### config.mk
export PLATFORM = sky130hd
export DESIGN_NAME = ins_fetch_queue
export DESIGN_NICKNAME = d
export VERILOG_FILES = /design/src/rtl/ins_fetch_queue.sv
export SDC_FILE = /design/constraint.sdc
export NUM_CORES = 1
export LEC_CHECK = 0
export ABC_AREA = 1
export CORE_ASPECT_RATIO = 1.75
export CORE_MARGIN = 3
export CORE_UTILIZATION = 50
export CTS_CLUSTER_SIZE = 30
export DETAILED_ROUTE_END_ITERATION = 8
export DONT_BUFFER_PORTS = 1
export GPL_TIMING_DRIVEN = 0
export MAX_ROUTING_LAYER = met4
export PLACE_DENSITY = 0.68
export RECOVER_POWER = 50
export SLEW_MARGIN = 20
export SYNTH_ARGS = -nofsm -noshare
export SYNTH_HDL_FRONTEND = slang
export SYNTH_SLANG_ARGS = --single-unit
### constraint.sdc
create_clock -name CLK -period 3.95 [get_ports CLK]
set_input_delay 0.79 -clock CLK [delete_from_list [all_inputs] [get_ports CLK]]
set_output_delay 0.79 -clock CLK [all_outputs]
set_load 0.05 [all_outputs]
### src/rtl/ins_fetch_queue.sv
// ins_fetch_queue
//   Instruction prefetch queue between a CPU core and a synchronous
//   instruction ROM. Once the core starts requesting, the block streams
//   sequential addresses from the ROM into a small FIFO. Requests are served
//   either from the FIFO head or, when the FIFO is empty, straight from the
//   ROM read that is still in flight (bypass). Any other request is a miss.
//   A miss flushes the queue, redirects the fetch PC and bumps MISS_CNT.
//
// Ports
//   CLK        in   1   clock, rising edge
//   reset_n    in   1   asynchronous active-low reset
//   REQ_ADDR   in   8   address requested by the core
//   REQ_VALID  in   1   request strobe
//   INS        out  21  instruction for REQ_ADDR (zero when INS_VALID=0)
//   INS_VALID  out  1   INS is valid this cycle (hit)
//   ROM_ADDR   out  8   ROM read address
//   ROM_EN     out  1   ROM read strobe (data returns next cycle)
//   ROM_DATA   in   21  ROM read data
//   MISS_CNT   out  8   saturating miss counter
module ins_fetch_queue #(
    parameter int DEPTH = 4
) (
    input  logic        CLK,
    input  logic        reset_n,
    input  logic [7:0]  REQ_ADDR,
    input  logic        REQ_VALID,
    output logic [20:0] INS,
    output logic        INS_VALID,
    output logic [7:0]  ROM_ADDR,
    output logic        ROM_EN,
    input  logic [20:0] ROM_DATA,
    output logic [7:0]  MISS_CNT
);

    localparam int PW = (DEPTH > 1) ? $clog2(DEPTH) : 1;
    localparam int CW = $clog2(DEPTH + 1);

    typedef enum logic [0:0] {
        S_IDLE   = 1'b0,
        S_STREAM = 1'b1
    } state_t;

    state_t          r_state;
    state_t          w_state_nx;
    logic [7:0]      r_tag  [DEPTH];
    logic [20:0]     r_data [DEPTH];
    logic [PW-1:0]   r_rd_ptr;
    logic [PW-1:0]   r_wr_ptr;
    logic [CW-1:0]   r_count;
    logic            r_inflight;
    logic [7:0]      r_inflight_tag;
    logic [7:0]      r_pc;
    logic [7:0]      r_miss_cnt;

    logic            w_empty;
    logic            w_head_hit;
    logic            w_byp_hit;
    logic            w_hit;
    logic            w_miss;
    logic            w_push;
    logic            w_issue;
    logic [CW:0]     w_occ;

    // Pointer advance with wrap at DEPTH.
    function automatic logic [PW-1:0] ptr_inc(input logic [PW-1:0] p);
        if (p == PW'(DEPTH - 1)) begin
            ptr_inc = {PW{1'b0}};
        end else begin
            ptr_inc = p + PW'(1);
        end
    endfunction

    // Hit/miss classification and prefetch decision.
    always_comb begin
        w_empty    = (r_count == {CW{1'b0}});
        w_head_hit = REQ_VALID && !w_empty && (r_tag[r_rd_ptr] == REQ_ADDR);
        w_byp_hit  = REQ_VALID && w_empty && r_inflight && (r_inflight_tag == REQ_ADDR);
        w_hit      = w_head_hit || w_byp_hit;
        w_miss     = REQ_VALID && !w_hit;
        // Returning data goes into the queue unless the core took it directly
        // or a redirect makes it stale.
        w_push     = r_inflight && !w_byp_hit && !w_miss;
        // Entries that will be held after this cycle, counting the read in
        // flight; a new read may only be launched if it will have room.
        w_occ      = {1'b0, r_count} + (CW+1)'(r_inflight) - (CW+1)'(w_hit);
        w_issue    = (r_state == S_STREAM) && !w_miss && (w_occ < (CW+1)'(DEPTH));
    end

    // FSM next state: the first request leaves IDLE for good.
    always_comb begin
        w_state_nx = r_state;
        case (r_state)
            S_IDLE: begin
                if (REQ_VALID) begin
                    w_state_nx = S_STREAM;
                end else begin
                    w_state_nx = S_IDLE;
                end
            end
            S_STREAM: w_state_nx = S_STREAM;
            default:  w_state_nx = S_IDLE;
        endcase
    end

    // Output decode; reset_n gates the combinational outputs so they drop
    // immediately when reset is asserted between clock edges.
    always_comb begin
        INS       = 21'd0;
        INS_VALID = 1'b0;
        ROM_EN    = 1'b0;
        ROM_ADDR  = 8'd0;
        MISS_CNT  = r_miss_cnt;
        if (reset_n) begin
            INS_VALID = w_hit;
            if (w_head_hit) begin
                INS = r_data[r_rd_ptr];
            end else if (w_byp_hit) begin
                INS = ROM_DATA;
            end else begin
                INS = 21'd0;
            end
            ROM_EN = w_miss || w_issue;
            if (w_miss) begin
                ROM_ADDR = REQ_ADDR;
            end else if (w_issue) begin
                ROM_ADDR = r_pc;
            end else begin
                ROM_ADDR = 8'd0;
            end
        end else begin
            MISS_CNT = 8'd0;
        end
    end

    // Control state: FSM, pointers, in-flight tracking, fetch PC, miss count.
    always_ff @(posedge CLK or negedge reset_n) begin
        if (!reset_n) begin
            r_state        <= S_IDLE;
            r_rd_ptr       <= {PW{1'b0}};
            r_wr_ptr       <= {PW{1'b0}};
            r_count        <= {CW{1'b0}};
            r_inflight     <= 1'b0;
            r_inflight_tag <= 8'd0;
            r_pc           <= 8'd0;
            r_miss_cnt     <= 8'd0;
        end else begin
            r_state <= w_state_nx;
            if (w_miss) begin
                r_rd_ptr       <= {PW{1'b0}};
                r_wr_ptr       <= {PW{1'b0}};
                r_count        <= {CW{1'b0}};
                r_inflight     <= 1'b1;
                r_inflight_tag <= REQ_ADDR;
                r_pc           <= REQ_ADDR + 8'd1;
                if (r_miss_cnt != 8'd255) begin
                    r_miss_cnt <= r_miss_cnt + 8'd1;
                end
            end else begin
                if (w_head_hit) begin
                    r_rd_ptr <= ptr_inc(r_rd_ptr);
                end
                if (w_push) begin
                    r_wr_ptr <= ptr_inc(r_wr_ptr);
                end
                r_count    <= r_count + CW'(w_push) - CW'(w_head_hit);
                r_inflight <= w_issue;
                if (w_issue) begin
                    r_inflight_tag <= r_pc;
                    r_pc           <= r_pc + 8'd1;
                end
            end
        end
    end

    // Queue storage: fill tail with returning ROM data and its tag.
    always_ff @(posedge CLK or negedge reset_n) begin
        if (!reset_n) begin
            for (int i = 0; i < DEPTH; i++) begin
                r_tag[i]  <= 8'd0;
                r_data[i] <= 21'd0;
            end
        end else if (w_push) begin
            r_tag[r_wr_ptr]  <= r_inflight_tag;
            r_data[r_wr_ptr] <= ROM_DATA;
        end
    end

endmodule

==> qor.csv, run 1 <==
metric,value,unit
Fin. Hold Viols,0,
final hold slack,0.0503,ns
status,"complete, but fails checks",
crit path time final,4.37,ns
Initial Util,51.5,%
Inserted Clock Buffers,17,
worst r2r src,r_rd_ptr[0]$_DFFE_PN0P_,
Die H,171,um
Area after DPL,0.00812,sq mm
worst clock skew,0.0111,ns
post-synthesis sequential area ratio,48.1,%
"commonest non-fill, non-tap cell in the layout",nand2_1,
DP HPWL,14800,um
Netlist cell types,41,
multi-input logic area,0.00390,sq mm
CTS tree,yes,
critical path arrival,3.58,ns
max_slew headroom,48.2,%
synthesis warning total,0,
layout cells sized above 1,18.1,%
"Area growth, synth to finish",20.4,%
peak supply drop,0.000420,V
# IOs,71,
Tightest Hold Check Type,in -> async,
fin nets,1035,
initial antenna violation count,0,
CTS clock-pin slew for the worst setup and hold paths,0.07,ns
Overflow after GRT,0,
Gate Count Post-Synth,951,
clk root buf,clkbuf_16,
violated checks,negative setup slack,
crit end category,primary output,
pre-CTS setup slack,-0.581,ns
"commonest cells after routing, fill and taps aside","280 x nand2_1, 148 x dfrtp_1, 110 x o21ai_1",
Crit Path Class,reg -> out,
final worst setup slack,-0.422,ns
# hold bufs at CTS,0,
Die ar.,0.0171,sq mm
worst slew pin tran,0.778,ns
Worst-Skew Late Latency,0.43,ns
GPL Wtd Cong,0.894,
"Avg Cell Area, Syn",8.16,sq um
DIE WIDTH,100,um
slack of the worst reg-to-reg path,0.36,ns
core area,0.0151,sq mm
"Power, Total",6.88,mW
Worst Path Max Fanout,5,
startpoint types,flip-flop,
RSZ-0062 raised after global routing,yes,
routed len/inst,18.4,um
Sink Count,149,
Vias/cell,5.63,
FILL cells,1324,
Max Cap Viol,0,
Final setup viols,24,
DR pass1 iterations,5,
WP data required,3.16,ns
antenna fix cells,0,
total power divided by cell area,736,mW/mm^2
gr usage total,27.2,%
DRT antenna net count,0,
CTS HTree Levels,4,
Max Root-Sink Buffers,2,
largest net degree at the start of global routing,151,
cell area after synthesis,0.00776,sq mm
number of port buffers,0,
Seq cells post-synth,149,
Initial DRC Count,385,
Post-Syn Nets,996,
total number of vias,6680,
FF/Latch Area,0.00373,sq mm
routed wire length,21800,um
Rows,59,
DRC violation count after routing,0,
final instance area,0.00934,sq mm
fmax,229,MHz
static leakage,4.36,nW
max-slew violations,0,
vias in the first global route,6842,
Tcrit/Tclk final,111,%
Worst Setup SP,r_rd_ptr[0]$_DFFE_PN0P_,
first-pass GRT wire length,35100,um
sequential cells by signal, summed over array words and instances (netlist names):
| signal | cells |
|---|---|
| r_wr_ptr | 2 |
| r_data | 84 |
| r_tag | 32 |
| r_inflight | 1 |
| r_rd_ptr | 2 |
| r_count | 3 |
| r_inflight_tag | 8 |
| r_state | 1 |
| r_pc | 8 |
| r_miss_cnt | 8 |
report_power, final:
group          switching, mW  internal (mW)  leakage (nW)
logic                   1.66          0.936          2.20
registers              0.404           2.22          1.87
clock network          0.682          0.975         0.284
cell type report:
cell class	count	share of cell area (%)
multi-input cells	667	41.7
flip-flops and latches	149	39.9
clock buffers	20	4.89
plain buffers	54	4.13
inverters	82	3.44
well taps	183	2.45
repair buffers	19	1.88
clock inverters	12	1.54
worst max-delay path, cell delays in order (launching register included):
cell and delay, ns:
dfrtp_2 0.46, inv_4 0.10, buf_12 0.11, buf_16 0.12
nand2_2 0.05, nand3_2 0.07, nand2_1 0.07, nand2_2 0.07
nand2_2 0.06, nor3_2 0.20, nand2_2 0.10, nor2_4 0.14
nor2_2 0.06, inv_2 0.08, ha_4 0.12, inv_2 0.04
ha_4 0.21, a31oi_4 0.13, xor2_1 0.17, o211ai_1 0.13
nand2_2 0.18, nand2_8 0.11, a21oi_4 0.36
stage by stage:
step           std cells  TNS (ns)  utilization, %
2_1_floorplan        951         0               -
3_3_place_gp        1134     -5.48            53.9
3_5_place_dp        1134     -5.96            53.9
4_1_cts             1181     -3.08            60.8
5_1_grt             1186     -7.82            62.0
6_report            1186     -4.00            62.0
timing repair:
action | in CTS | in global routing
buffers inserted | 13 | 5
pin swaps | 13 | 25
cloned | 2 | 0
gates resized for setup | 55 | 40
endpoints found under the setup margin | 31 | 30
logic make-up (layout without fill, tap and decap cells):
family	after synthesis	count (layout)	share of synthesized area (%)
fa+ha+maj	13	13	2.19
compound gates	205	205	16.7
flops	149	149	48.1
buf+inv	136	187	8.07
xor+xnor	12	12	1.36
simple gates	435	436	23.4
mux	1	1	0.145
synth_stat cells:
master | number | area [sq um]
mux2_2 | 1 | 11.3
xnor2_1 | 7 | 61.3
nor4b_2 | 1 | 15.0
a21oi_1 | 27 | 135
nand3_1 | 39 | 195
nor2_4 | 1 | 11.3
and3_1 | 1 | 6.26
nor2_1 | 57 | 214
or3b_1 | 1 | 8.76
dfrtp_1 | 149 | 3730
inv_1 | 72 | 270
nand3_4 | 2 | 35.0
o21ai_1 | 110 | 551
inv_2 | 10 | 37.5
o21ai_0 | 18 | 90.1
nor4_1 | 2 | 12.5
nand3b_1 | 2 | 15.0
or2_2 | 3 | 18.8
o21bai_1 | 3 | 22.5
o22ai_1 | 1 | 6.26
o211ai_1 | 1 | 7.51
a211oi_2 | 19 | 238
xor2_1 | 5 | 43.8
a21oi_2 | 1 | 8.76
a211oi_1 | 2 | 15.0
nor2_2 | 2 | 12.5
nor3_1 | 3 | 15.0
nand2_2 | 7 | 43.8
ha_1 | 12 | 150
clkbuf_1 | 19 | 71.3
nand4_1 | 13 | 81.3
or3_1 | 1 | 6.26
buf_6 | 9 | 101
buf_1 | 8 | 30.0
a32o_1 | 21 | 210
buf_4 | 10 | 75.1
a22o_1 | 1 | 8.76
nand2_1 | 300 | 1130
a31oi_1 | 1 | 6.26
buf_2 | 8 | 40.0
fa_1 | 1 | 20.0
metal layers:
layer / routed length (um) / track usage (%) / share of wire (%) / vias up
li1: - / - / - / 3182
met1: 8470 / 31.3 / 39 / 3286
met2: 11900 / 48.1 / 55 / 171
met3: 885 / 4.00 / 4.1 / 41
met4: 540 / 9.27 / 2.5 / 0
met5: 0 / - / 0 / -
path summary, 6_finish.rpt:
path                                           to  cells after the start
max in group asynchronous   r_tag[12]$_DFFE_PN0P_                      0
hold reg to reg                 r_state$_DFF_PN0_                      1
hold / removal             r_data[28]$_DFFE_PN0P_                      0
min in group CLK                r_state$_DFF_PN0_                      1
setup / recovery                      ROM_ADDR[2]                     22
setup reg to reg             r_count[1]$_DFF_PN0_                     21
(Power assumes the default switching activity.)
==> run 2, diff against run 1 <==
--- a/config.mk
+++ b/config.mk
@@ -6,15 +6,17 @@
 export NUM_CORES = 1
 export LEC_CHECK = 0
 export ABC_AREA = 1
+export CELL_PAD_IN_SITES_DETAIL_PLACEMENT = 1
+export CELL_PAD_IN_SITES_GLOBAL_PLACEMENT = 1
 export CORE_ASPECT_RATIO = 1.75
 export CORE_MARGIN = 3
-export CORE_UTILIZATION = 50
+export CORE_UTILIZATION = 43
 export CTS_CLUSTER_SIZE = 30
 export DETAILED_ROUTE_END_ITERATION = 8
 export DONT_BUFFER_PORTS = 1
 export GPL_TIMING_DRIVEN = 0
 export MAX_ROUTING_LAYER = met4
-export PLACE_DENSITY = 0.68
+export PLACE_DENSITY_LB_ADDON = 0.1
 export RECOVER_POWER = 50
 export SLEW_MARGIN = 20
 export SYNTH_ARGS = -nofsm -noshare
==> qor.csv, run 2 (same netlist as run 1, synthesis figures left out) <==
metric,value,unit,change
status,"complete, but fails checks",,
max reg flops,84,,unchanged
internal power,4.21,mW,+1.9%
Inserted Clock Buffers,17,,unchanged
# IOs,71,,unchanged
Crit Path Class,reg -> out,,
Switch Pwr,2.90,mW,+5.5%
Max Root-Sink Buffers,2,,unchanged
violated checks,negative setup slack,,
CTS clock-pin slew for the worst setup and hold paths,0.06,ns,about the same
critical path arrival,3.75,ns,+0.17 ns
Worst Path Max Fanout,8,,+3
Max Cap Viol,0,,unchanged
RSZ-0062 raised after global routing,yes,,
DRC violation count after routing,0,,unchanged
Rows,64,,+8.5%
CTS HTree Levels,4,,unchanged
Die H,184,um,+7.6%
final instance area,0.00956,sq mm,+2.4%
final worst setup slack,-0.593,ns,-0.170 ns
FILL cells,2089,,+58%
routed len/inst,20.8,um,+13%
DP HPWL,17200,um,+17%
Vias/cell,5.52,,-1.9%
"delay-heaviest family, CP",simple AND/OR/NAND/NOR gates,,
WP data required,3.16,ns,about the same
layout cells sized above 1,19.6,%,+1.4 points
crit end category,primary output,,
final setup TNS,-9.89,ns,-5.89 ns
CP max stage cell,dfrtp_2,,
GPL Wtd Cong,0.813,,-9.0%
routed wire length,26000,um,+19%
Initial DRC Count,349,,-9.4%
Overflow after GRT,0,,unchanged
DIE WIDTH,108,um,+7.4%
antenna fix cells,0,,unchanged
Final setup viols,31,,+29%
largest net degree at the start of global routing,151,,unchanged
largest register by flop count,r_data,,
"commonest non-fill, non-tap cell in the layout",nand2_1,,
peak supply drop,0.000395,V,-5.9%
Combinational Power Share,38.9,%,+1.1 points
max_slew headroom,47.8,%,-0.31 points
Sw Share,40.8,%,+0.84 points
"Area growth, synth to finish",23.2,%,
Area after DPL,0.00818,sq mm,+0.74%
max-slew violations,0,,unchanged
vias in the first global route,7668,,+12%
Worst-Skew Late Latency,0.44,ns,about the same
total power divided by cell area,744,mW/mm^2,+0.97%
total number of vias,6887,,+3.1%
startpoint types,flip-flop,,
Sink Count,149,,unchanged
power share of the clock group,24.1,%,about the same
Initial Util,44.0,%,-7.5 points
worst slew pin tran,0.782,ns,+0.00460 ns
gr usage total,28.1,%,+0.86 points
Tcrit/Tclk final,115,%,+4.3 points
core area,0.0176,sq mm,+17%
Tightest Hold Check Type,in -> async,,
DRT antenna net count,0,,unchanged
fin nets,1048,,+1.3%
Fin. Hold Viols,0,,unchanged
static leakage,4.44,nW,+1.8%
Die ar.,0.0197,sq mm,+15%
"commonest cells after routing, fill and taps aside","282 x nand2_1, 148 x dfrtp_1, 110 x o21ai_1",,
worst clock skew,0.0108,ns,-0.000368 ns
fmax,220,MHz,-3.7%
initial antenna violation count,0,,unchanged
crit path time final,4.54,ns,+0.170 ns
first-pass GRT wire length,41100,um,+17%
Crit path top cell by count,nand2_1,,
final hold slack,0.0439,ns,-0.00641 ns
Regs by FF count,"r_data (84), r_tag (32)",,
sequential power share,37.0,%,-1.1 points
CTS tree,yes,,
DR pass1 iterations,4,,-1
number of port buffers,0,,unchanged
worst-path cell chain,inv_4 -> buf_8 -> buf_4 -> nand2_1 -> nand3_1 -> nand2_1 -> nand2_1 -> nand2_1 -> nor3_4 -> nand2_2 -> nor2_4 -> nor2_2 -> inv_2 -> ha_4 -> inv_2 -> ha_4 -> a31oi_4 -> xor2_1 -> o211ai_1 -> nand2_2 -> nand2_8 -> a21oi_4,,
Buf/Inv on CP,5,,unchanged
max incr delay on CP,0.48,ns,+0.02 ns
clk root buf,clkbuf_16,,
==> run 2: layer usage <==
| metal | vias up | part of all wire (%) | global-route usage (%) |
|---|---|---|---|
| li1 | 3207 | - | - |
| met2 | 122 | 56 | 52.2 |
| met3 | 51 | 2.6 | 3.76 |
| met4 | 0 | 3.2 | 10.9 |
| met1 | 3507 | 38 | 29.5 |
| met5 | - | 0 | - |
==> run 2: final timing paths <==
| kind | startpoint | endpoint | slack, ns | depth (start not counted) |
|---|---|---|---|---|
| min | reset_n | r_count[0]$_DFF_PN0_ | 0.04 | 0 |
| max reg2reg | r_rd_ptr[0]$_DFFE_PN0P_ | r_inflight_tag[4]$_DFFE_PN0P_ | 0.08 | 27 |
| max in group asynchronous | reset_n | r_data[80]$_DFFE_PN0P_ | 3.66 | 0 |
| min reg2reg | r_pc[1]$_DFFE_PN0P_ | r_pc[1]$_DFFE_PN0P_ | 0.48 | 2 |
| max | r_rd_ptr[0]$_DFFE_PN0P_ | ROM_ADDR[2] | -0.59 | 22 |
| min in group CLK | r_pc[1]$_DFFE_PN0P_ | r_pc[1]$_DFFE_PN0P_ | 0.48 | 2 |
==> run 2: timing repair <==
| action | 4_1_cts | 5_1_grt |
|---|---|---|
| pin swaps | 24 | 22 |
| resized for setup | 66 | 38 |
| cloned | 1 | 1 |
| buffers inserted | 19 | 13 |
| hold buffers | 0 | 0 |
| endpoints found under the setup margin | 40 | 34 |
==> run 2: stage by stage <==
step | cells | utilization, % | power, mW | setup WS (ns)
after floorplan | 951 | - | 4.43 | 0.0505
after global routing | 1247 | 54.3 | 7.62 | -0.775
after global placement | 1182 | 46.4 | 4.99 | -0.708
after detailed placement | 1182 | 46.5 | 5.10 | -0.729
final | 1247 | 54.3 | 7.11 | -0.593
after CTS | 1233 | 52.9 | 7.02 | -0.506
==> run 2: final cells by class <==
| class | count | area (sq um) | share of cell area, % |
|---|---|---|---|
| clock inverters | 14 | 175 | 1.83 |
| repair buffers | 33 | 317 | 3.31 |
| multi-input cells | 667 | 3890 | 40.7 |
| well taps | 231 | 289 | 3.02 |
| plain buffers | 53 | 395 | 4.14 |
| inverters | 82 | 325 | 3.40 |
| flip-flops and latches | 149 | 3730 | 39.0 |
| clock buffers | 18 | 439 | 4.59 |
==> run 2: power groups by stage <==
stage | Clock (mW) | Combinational, mW | Sequential (mW)
floorplan | 0 | 1.91 | 2.52
global placement | 0 | 2.40 | 2.60
detailed placement | 0 | 2.48 | 2.62
CTS | 1.74 | 2.67 | 2.61
global route | 1.80 | 3.11 | 2.71
finish | 1.71 | 2.76 | 2.63
